**config.mk**
```make
export PLATFORM = sky130hd
export DESIGN_NAME = conv3x3_sequencer_flat
export DESIGN_NICKNAME = d
export VERILOG_FILES = /design/src/rtl/conv3x3_sequencer_if.sv /design/src/rtl/conv3x3_sequencer.sv /design/src/flat_wrapper.sv
export SDC_FILE = /design/constraint.sdc
export NUM_CORES = 1
export LEC_CHECK = 0
export BUFFER_PORTS_ARGS = -buffer_cell sky130_fd_sc_hd__buf_4
export CORE_MARGIN = 2
export CORE_UTILIZATION = 40
export CTS_CLUSTER_DIAMETER = 60
export DETAILED_ROUTE_END_ITERATION = 7
export HOLD_SLACK_MARGIN = 0.08
export PLACE_DENSITY = 0.63
export RECOVER_POWER = 100
export SLEW_MARGIN = 20
export SYNTH_ARGS = -nofsm -noshare
export SYNTH_HDL_FRONTEND = slang
export SYNTH_SLANG_ARGS = --single-unit
```
**constraint.sdc**
```tcl
create_clock -name clock -period 4.1 [get_ports clock]
set_input_delay 0.41 -clock clock [delete_from_list [all_inputs] [get_ports clock]]
set_output_delay 0.41 -clock clock [all_outputs]
set_load 0.05 [all_outputs]
```
**src/rtl/conv3x3_sequencer_if.sv**
```systemverilog
// conv3x3_sequencer_if: request, MAC-side and result signals of the 3x3 convolution sequencer.
// master = requester/MAC environment, slave = the sequencer itself.
interface conv3x3_sequencer_if;
    logic        start;
    logic        abort;
    logic [71:0] window;
    logic [71:0] kernel;
    logic        ready;
    logic        busy;
    logic        mac_clear;
    logic        mac_enable;
    logic [7:0]  mac_value_a;
    logic [7:0]  mac_value_b;
    logic [7:0]  mac_result;
    logic [7:0]  pixel_out;
    logic        pixel_valid;
    logic [15:0] pixel_count;
    modport master (
        output start, abort, window, kernel, mac_result,
        input  ready, busy, mac_clear, mac_enable, mac_value_a, mac_value_b,
               pixel_out, pixel_valid, pixel_count
    );
    modport slave (
        input  start, abort, window, kernel, mac_result,
        output ready, busy, mac_clear, mac_enable, mac_value_a, mac_value_b,
               pixel_out, pixel_valid, pixel_count
    );
endinterface

```
**src/rtl/conv3x3_sequencer.sv**
```systemverilog
// conv3x3_sequencer: steps an external saturating MAC through the nine taps of a 3x3 window.
// One result per 12 cycles: start, CLEAR, nine ACCUM taps, SETTLE, capture.
module conv3x3_sequencer (
    input logic                  clock,
    input logic                  reset_n,
    conv3x3_sequencer_if.slave   bus
);
    localparam logic [1:0] IDLE   = 2'd0;
    localparam logic [1:0] CLEAR  = 2'd1;
    localparam logic [1:0] ACCUM  = 2'd2;
    localparam logic [1:0] SETTLE = 2'd3;
    logic [1:0]  state_q, state_d;
    logic [3:0]  tap_q, tap_d;
    logic [71:0] win_q, win_d, ker_q, ker_d;
    logic [7:0]  pix_q, pix_d;
    logic        valid_q, valid_d;
    logic [15:0] cnt_q, cnt_d;
    logic        in_idle, in_accum, take, last, capture;
    assign in_idle  = state_q == IDLE;
    assign in_accum = state_q == ACCUM;
    assign take     = in_idle && bus.start;
    assign last     = tap_q == 4'd8;
    assign capture  = state_q == SETTLE && !bus.abort;
    // start wins over abort in IDLE; abort only matters once an operation is in flight
    always_comb begin
        state_d = take                     ? CLEAR  :
                  (!in_idle && bus.abort)  ? IDLE   :
                  state_q == CLEAR         ? ACCUM  :
                  (in_accum && last)       ? SETTLE :
                  state_q == SETTLE        ? IDLE   : state_q;
        tap_d   = (in_accum && !bus.abort && !last) ? tap_q + 4'd1 : 4'd0;
        win_d   = take ? bus.window : win_q;
        ker_d   = take ? bus.kernel : ker_q;
        pix_d   = capture ? bus.mac_result : pix_q;
        valid_d = capture;
        cnt_d   = cnt_q + {15'd0, capture};
    end
    always_ff @(posedge clock or negedge reset_n) begin
        if (!reset_n) begin
            state_q <= IDLE;
            tap_q   <= 4'd0;
            win_q   <= 72'd0;
            ker_q   <= 72'd0;
            pix_q   <= 8'd0;
            valid_q <= 1'b0;
            cnt_q   <= 16'd0;
        end else begin
            state_q <= state_d;
            tap_q   <= tap_d;
            win_q   <= win_d;
            ker_q   <= ker_d;
            pix_q   <= pix_d;
            valid_q <= valid_d;
            cnt_q   <= cnt_d;
        end
    end
    assign bus.ready       = in_idle;
    assign bus.busy        = !in_idle;
    assign bus.mac_clear   = state_q == CLEAR;
    assign bus.mac_enable  = in_accum;
    assign bus.mac_value_a = in_accum ? win_q[{tap_q, 3'b000} +: 8] : 8'd0;
    assign bus.mac_value_b = in_accum ? ker_q[{tap_q, 3'b000} +: 8] : 8'd0;
    assign bus.pixel_out   = pix_q;
    assign bus.pixel_valid = valid_q;
    assign bus.pixel_count = cnt_q;
endmodule

```
**src/flat_wrapper.sv**
```systemverilog
// flat-port wrapper written by rule: the top's interface ports become plain ports
module conv3x3_sequencer_flat 
  (clock, reset_n, bus_start, bus_abort, bus_window, bus_kernel, bus_mac_result, bus_ready, bus_busy, bus_mac_clear, bus_mac_enable, bus_mac_value_a, bus_mac_value_b, bus_pixel_out, bus_pixel_valid, bus_pixel_count);
  conv3x3_sequencer_if bus_i ();
  input logic clock;
  input logic reset_n;
  input wire logic [$bits(bus_i.start)-1:0] bus_start;
  input wire logic [$bits(bus_i.abort)-1:0] bus_abort;
  input wire logic [$bits(bus_i.window)-1:0] bus_window;
  input wire logic [$bits(bus_i.kernel)-1:0] bus_kernel;
  input wire logic [$bits(bus_i.mac_result)-1:0] bus_mac_result;
  output wire logic [$bits(bus_i.ready)-1:0] bus_ready;
  output wire logic [$bits(bus_i.busy)-1:0] bus_busy;
  output wire logic [$bits(bus_i.mac_clear)-1:0] bus_mac_clear;
  output wire logic [$bits(bus_i.mac_enable)-1:0] bus_mac_enable;
  output wire logic [$bits(bus_i.mac_value_a)-1:0] bus_mac_value_a;
  output wire logic [$bits(bus_i.mac_value_b)-1:0] bus_mac_value_b;
  output wire logic [$bits(bus_i.pixel_out)-1:0] bus_pixel_out;
  output wire logic [$bits(bus_i.pixel_valid)-1:0] bus_pixel_valid;
  output wire logic [$bits(bus_i.pixel_count)-1:0] bus_pixel_count;
  assign bus_i.start = bus_start;
  assign bus_i.abort = bus_abort;
  assign bus_i.window = bus_window;
  assign bus_i.kernel = bus_kernel;
  assign bus_i.mac_result = bus_mac_result;
  assign bus_ready = bus_i.ready;
  assign bus_busy = bus_i.busy;
  assign bus_mac_clear = bus_i.mac_clear;
  assign bus_mac_enable = bus_i.mac_enable;
  assign bus_mac_value_a = bus_i.mac_value_a;
  assign bus_mac_value_b = bus_i.mac_value_b;
  assign bus_pixel_out = bus_i.pixel_out;
  assign bus_pixel_valid = bus_i.pixel_valid;
  assign bus_pixel_count = bus_i.pixel_count;
  conv3x3_sequencer u_core (.clock(clock), .reset_n(reset_n), .bus(bus_i));
endmodule
```
Word-level counts from Yosys, hierarchy flattened

Index checks and enable logic that the tools add are counted.

Flip-flop bits (word level): 175
Latch bits: 0
RAM bits: 0
Bits in read-only memories: 0
Output and inout port bits: 45
Logic and storage cells: 34
Memories: 0

$add $sub $neg: 2
Multipliers: 0
Divide/modulo/power cells: 0
Order comparisons: 0
Equality and inequality tests: 4
Shift-type cells: 2
Muxes and demuxes: 8
Bitwise gates (word level): 0
Reduce and logical (&&, ||, !) cells: 11

Operators by type and width:

| cell                                                 | number |
|---|---|
| variable part select 72 x 8 -> 8 bit                 | 2 |
| adder 16 x 1 -> 16 bit                               | 1 |
| two-way mux 8 bit                                    | 2 |
| two-way mux 2 bit                                    | 5 |
| logical AND 1 bit                                    | 6 |
| nonzero test 5 bit                                   | 1 |
| adder 4 x 1 -> 4 bit (second input constant)         | 1 |
| equality test 2 bit (second input constant)          | 2 |
| equality test 4 bit (second input constant)          | 1 |
| two-way mux 4 bit                                    | 1 |
| logical NOT 1 bit                                    | 3 |
| equality test 2 x 1 -> 1 bit (second input constant) | 1 |
| logical NOT 2 bit                                    | 1 |

Logic depth before layout (Yosys ltp)

Depth in word-level cells: 6
Gate-level depth with buffers: 8
Mapped depth without buffers: 8

Worst setup path after synthesis

No wires, ideal clock.

Path type: reg-to-output
Start point: reg u_core.tap_q[1]
End point: out bus_mac_value_a[6]
Arrival time: 2.080 ns
Path slack: 1.610 ns
Stages on the path, launching flop included: 8
Cell sequence: dfrtp_1 buf_6 and2_0 buf_4 buf_6 a221oi_1 o21ai_1 a21oi_1

Word-level cells in the longest chain between the ends: 2

Ends and longest elaborated chain:

| item                                 | RTL line                | RTL |
|---|---|---|
| from (decl)                          | conv3x3_sequencer.sv:13 | `logic [3:0] tap_q, tap_d;` |
| from (signal assigned)               | conv3x3_sequencer.sv:49 | `tap_q <= tap_d;` |
| variable part select 72 x 8 -> 8 bit | conv3x3_sequencer.sv:61 | `assign bus.mac_value_a = in_accum ? win_q[{tap_q, 3'b000} +: 8] : 8'd0;` |
| two-way mux 8 bit                    | conv3x3_sequencer.sv:61 |  |
| to (decl)                            | flat_wrapper.sv:16      | `output wire logic [$bits(bus_i.mac_value_a)-1:0] bus_mac_value_a;` |

Every way passes these cells.

Worst setup path after layout

Start point: reg u_core.tap_q[0]
End point: out bus_mac_value_b[7]

Word-level cells in the longest chain between the ends: 2

Ends and longest elaborated chain:

| item                                 | RTL line                | RTL |
|---|---|---|
| variable part select 72 x 8 -> 8 bit | conv3x3_sequencer.sv:62 | `assign bus.mac_value_b = in_accum ? ker_q[{tap_q, 3'b000} +: 8] : 8'd0;` |
| two-way mux 8 bit                    | conv3x3_sequencer.sv:62 |  |
| to (decl)                            | flat_wrapper.sv:17      | `output wire logic [$bits(bus_i.mac_value_b)-1:0] bus_mac_value_b;` |

Every way passes these cells.

==> implementation parameters <==
Parameter                              Value

Outcome
  Result of the run    finished with violations
  Failing checks    capacitance limit, slew limit

Clocking
  Clock tree from TritonCTS    yes
  Worst-skew pair later-pin latency    420 ps
  Post-CTS resize count    0
  Total number of clock tree sinks    175
  Number of levels in the clock H-tree    4
  Total clock buffers created by CTS    17
  CTS Hold Bufs    0
  Post-CTS clock slew at the launch and capture registers of the worst setup and hold paths    70 ps
  Clock Tree Buf Depth    2
  Number of buffers added for setup after CTS    0
  Clock root buffer    sky130_fd_sc_hd__clkbuf_16

Synthesis
  Seq cells post-synth    175
  Most common flop cell mapped by yosys    sky130_fd_sc_hd__dfrtp_1
  Number of flops mapped to enable cells by yosys    0
  Synthesized instance count    557
  Share of synthesized registers carrying an async set or reset    100%
  Average size of a mapped cell    14.2 sq um
  Warnings from Yosys    0
  Syn Nets    718
  Library cell with the largest summed area after synthesis    sky130_fd_sc_hd__dfrtp_1
  Cell area after synthesis    0.00791 sq mm
  Area share of the largest cell type after synthesis    55.3%
  Cell types occupying the most area after synthesis    sky130_fd_sc_hd__dfrtp_1, sky130_fd_sc_hd__mux2_2, sky130_fd_sc_hd__mux2i_1, sky130_fd_sc_hd__mux4_2, sky130_fd_sc_hd__nand2_1
  Library cells used by synthesis    37
  Register area share after synthesis    55.3%

STA
  Final setup violation count    0
  Peak Freq    286 MHz
  Maximum clock skew at final layout    10.2 ps
  Worst-margin pin slew    3190 ps
  Headroom to the max-slew limit    -113%
  Share of the clock period used by the worst path    85.2%
  Final Critical Period    3490 ps
  Number of hold violations in the final report    0
  RSZ-0062 raised after global routing    no
  Final-layout setup total negative slack    0 ps
  Number of slew-limit violations in the final report    189

Worst setup path
  Critical path arrival    3080 ps
  CP cell instances    nor4b_4 -> nand2_1 -> a21oi_1 -> clkbuf_1
  Kind of launch point of the worst setup path    flip-flop
  Slack of the worst reg-to-reg path    950 ps
  CP required    3690 ps
  Largest driver fanout on the critical path    53
  Highest cell delay on the worst timing path    950 ps
  Worst Setup Path Type    reg -> out
  Cell with the biggest individual delay on the critical path    sky130_fd_sc_hd__nor4b_4
  Setup crit end kind    output pin

Global routing
  First-pass GRT wire length    29.6 mm
  Pin count of the biggest net entering global routing    127
  Met2 GRT Util    29.7%
  Number of global-route vias before repair    5602
  Met1 capacity usage during global routing    24.5%
  GR Layer Usage met3    6.15%
  GR Util All Layers    18.7%
  Antenna violations before repair    0
  Remaining global-route overflow    0
  Most Crowded Layer GR    met2

Pwr
  Maximum ir drop on the vdd rail    0.000355 V
  Leakage power summed over all cells    4.28 nW
  Power Dens Cells    509 mW/mm^2
  Power after layout    5.07 mW

Floorplanning
  I/O pin count    201
  Chip Height    145 um
  Core Rows    51
  Effective utilization at floorplan    40.7%
  Die outline width    145 um
  Die Footprint    0.0209 sq mm
  Core footprint    0.0195 sq mm

Worst hold path
  Path class of the lowest-slack min-delay path    in -> reg

Place
  Number of port buffers    200
  Last weighted congestion value of the routability-driven placer    0.826
  HPWL after detailed placement    13.5 mm

Drt
  Final routed wire length divided by cell count    18.4 um
  Number of remaining DRC errors    0
  Initial DRC count    162
  Total length of routed wires    18.9 mm
  Via count    5203
  Via-to-Cell Ratio    5.07
  Router iterations before antenna repair    4
  Antenna viol nets, final    0

Cells and area
  Total inserted antenna cells    0
  Final Net Count    909
  Share of cells above drive strength 1    46.0%
  Count of filler cells inserted in the layout    1758
  Relative area change from synthesis to final layout    26.0%

Run
  Max_cap viols    2
==> power breakdown <==
part	total, mW	internal (mW)	switching [mW]	leakage, nW
sequential	2.33	2.11	0.217	2.10
clock	1.63	0.873	0.761	0.289
combinational	1.11	0.547	0.562	1.90
==> state kept, by name (all words and copies together) (netlist names) <==
signal	count
u_core.bus.pixel_count	16
u_core.tap_q	4
u_core.bus.pixel_valid	1
u_core.win_q	72
u_core.bus.pixel_out	8
u_core.ker_q	72
u_core.state_q	2
==> cells in the mapped netlist (all sizes together), types with 2 or more instances <==
master and instances:
and2 3, mux2i 32, dfrtp 175, inv 6, and4 2, a221oi 16
xnor2 10, buf 29, xor2 6, nor2b 2, nand3 5, mux2 144
a21oi 16, nor2 8, ha 5, nor3 2, nand2 46, nand4 4
clkbuf 6, mux4 16, o21ai 16
==> cell usage in the layout, fill, tap and decap left out, types with 2 or more instances in the layout <==
cell type                    netlist  routed
sky130_fd_sc_hd__xnor2_1          10      10
sky130_fd_sc_hd__o21ai_0           5       6
sky130_fd_sc_hd__inv_1             6       6
sky130_fd_sc_hd__mux2_2          136     136
sky130_fd_sc_hd__clkbuf_16         0      17
sky130_fd_sc_hd__inv_8             0       6
sky130_fd_sc_hd__nor2_1            8       8
sky130_fd_sc_hd__xor2_1            6       6
sky130_fd_sc_hd__buf_12            3       2
sky130_fd_sc_hd__nor2b_1           2       2
sky130_fd_sc_hd__buf_4             2     161
sky130_fd_sc_hd__nand4_1           4       4
sky130_fd_sc_hd__a21oi_1          16      16
sky130_fd_sc_hd__ha_1              5       5
sky130_fd_sc_hd__a221oi_2          3       2
sky130_fd_sc_hd__mux4_2           11      11
sky130_fd_sc_hd__clkinvlp_4        0       2
sky130_fd_sc_hd__clkbuf_1          6      42
sky130_fd_sc_hd__clkbuf_2          0       2
sky130_fd_sc_hd__nand2_1          46      46
sky130_fd_sc_hd__mux2_1            8       8
sky130_fd_sc_hd__a221oi_1         13      14
sky130_fd_sc_hd__and4_1            2       2
sky130_fd_sc_hd__mux2i_1          32      32
sky130_fd_sc_hd__mux4_1            5       5
sky130_fd_sc_hd__nand3_1           5       5
sky130_fd_sc_hd__dfrtp_1         175     174
sky130_fd_sc_hd__inv_6             0       3
sky130_fd_sc_hd__o21ai_1          11      10
sky130_fd_sc_hd__nor3_1            2       2
==> path summary, 6_finish.rpt <==
| path | start | end | depth (start not counted) |
|---|---|---|---|
| worst min register to register | u_core.bus.pixel_out[7] | u_core.bus.pixel_out[7] | 2 |
| worst max register to register | u_core.state_q[1] | u_core.win_q[31] | 4 |
| max in group asynchronous | reset_n | u_core.win_q[31] | 1 |
| worst min-delay path | bus_mac_result[7] | u_core.bus.pixel_out[7] | 3 |
| worst max-delay path | u_core.tap_q[0] | bus_mac_value_b[7] | 4 |
| min in group asynchronous | reset_n | u_core.ker_q[26] | 1 |
==> area by class of cell <==
type,count,area [sq um],share of cell area [%]
clock inverter,15,169,1.69
inverter,7,26.3,0.263
tap,265,332,3.32
clock buffer,17,425,4.26
sequential,175,4380,43.9
timing repair buffer,207,1420,14.2
multi-input combinational,340,3220,32.3
==> critical path: cells and delay by family, from the launching register on <==
kind                   cells  cell delay (ps)
AO/OA/AOI/OAI              1              170
flip-flops                 1              840
buffers and inverters      1              550
AND/OR/NAND/NOR            2             1080
==> cell families after synthesis <==
kind of cell | synth area share [%]
and+or+nand+nor | 4.49
buffers and inverters | 3.87
AOI/OAI and AO/OA | 4.41
DFF | 55.3
adders and majority gates | 0.791
muxes | 29.3
xor gates and xnor gates | 1.77
==> metrics by stage <==
stage	hold slack (ps)	worst slack [ps]	instances	area [sq um]	utilization (%)
finish	174	608	1026	9970	51.3
global route	161	398	1026	9970	51.3
CTS	153	820	1026	10100	52.1
detailed placement	469	1280	994	9550	49.1
global placement	464	1290	994	9550	49.1
floorplan	114	1610	557	7910	-
==> metal layers <==
metal	vias to the layer above	routed length (um)
li1	2401	-
met1	2634	8250
met2	147	8990
met3	21	1290
met4	0	328
met5	-	0
(Power assumes the default switching activity.)
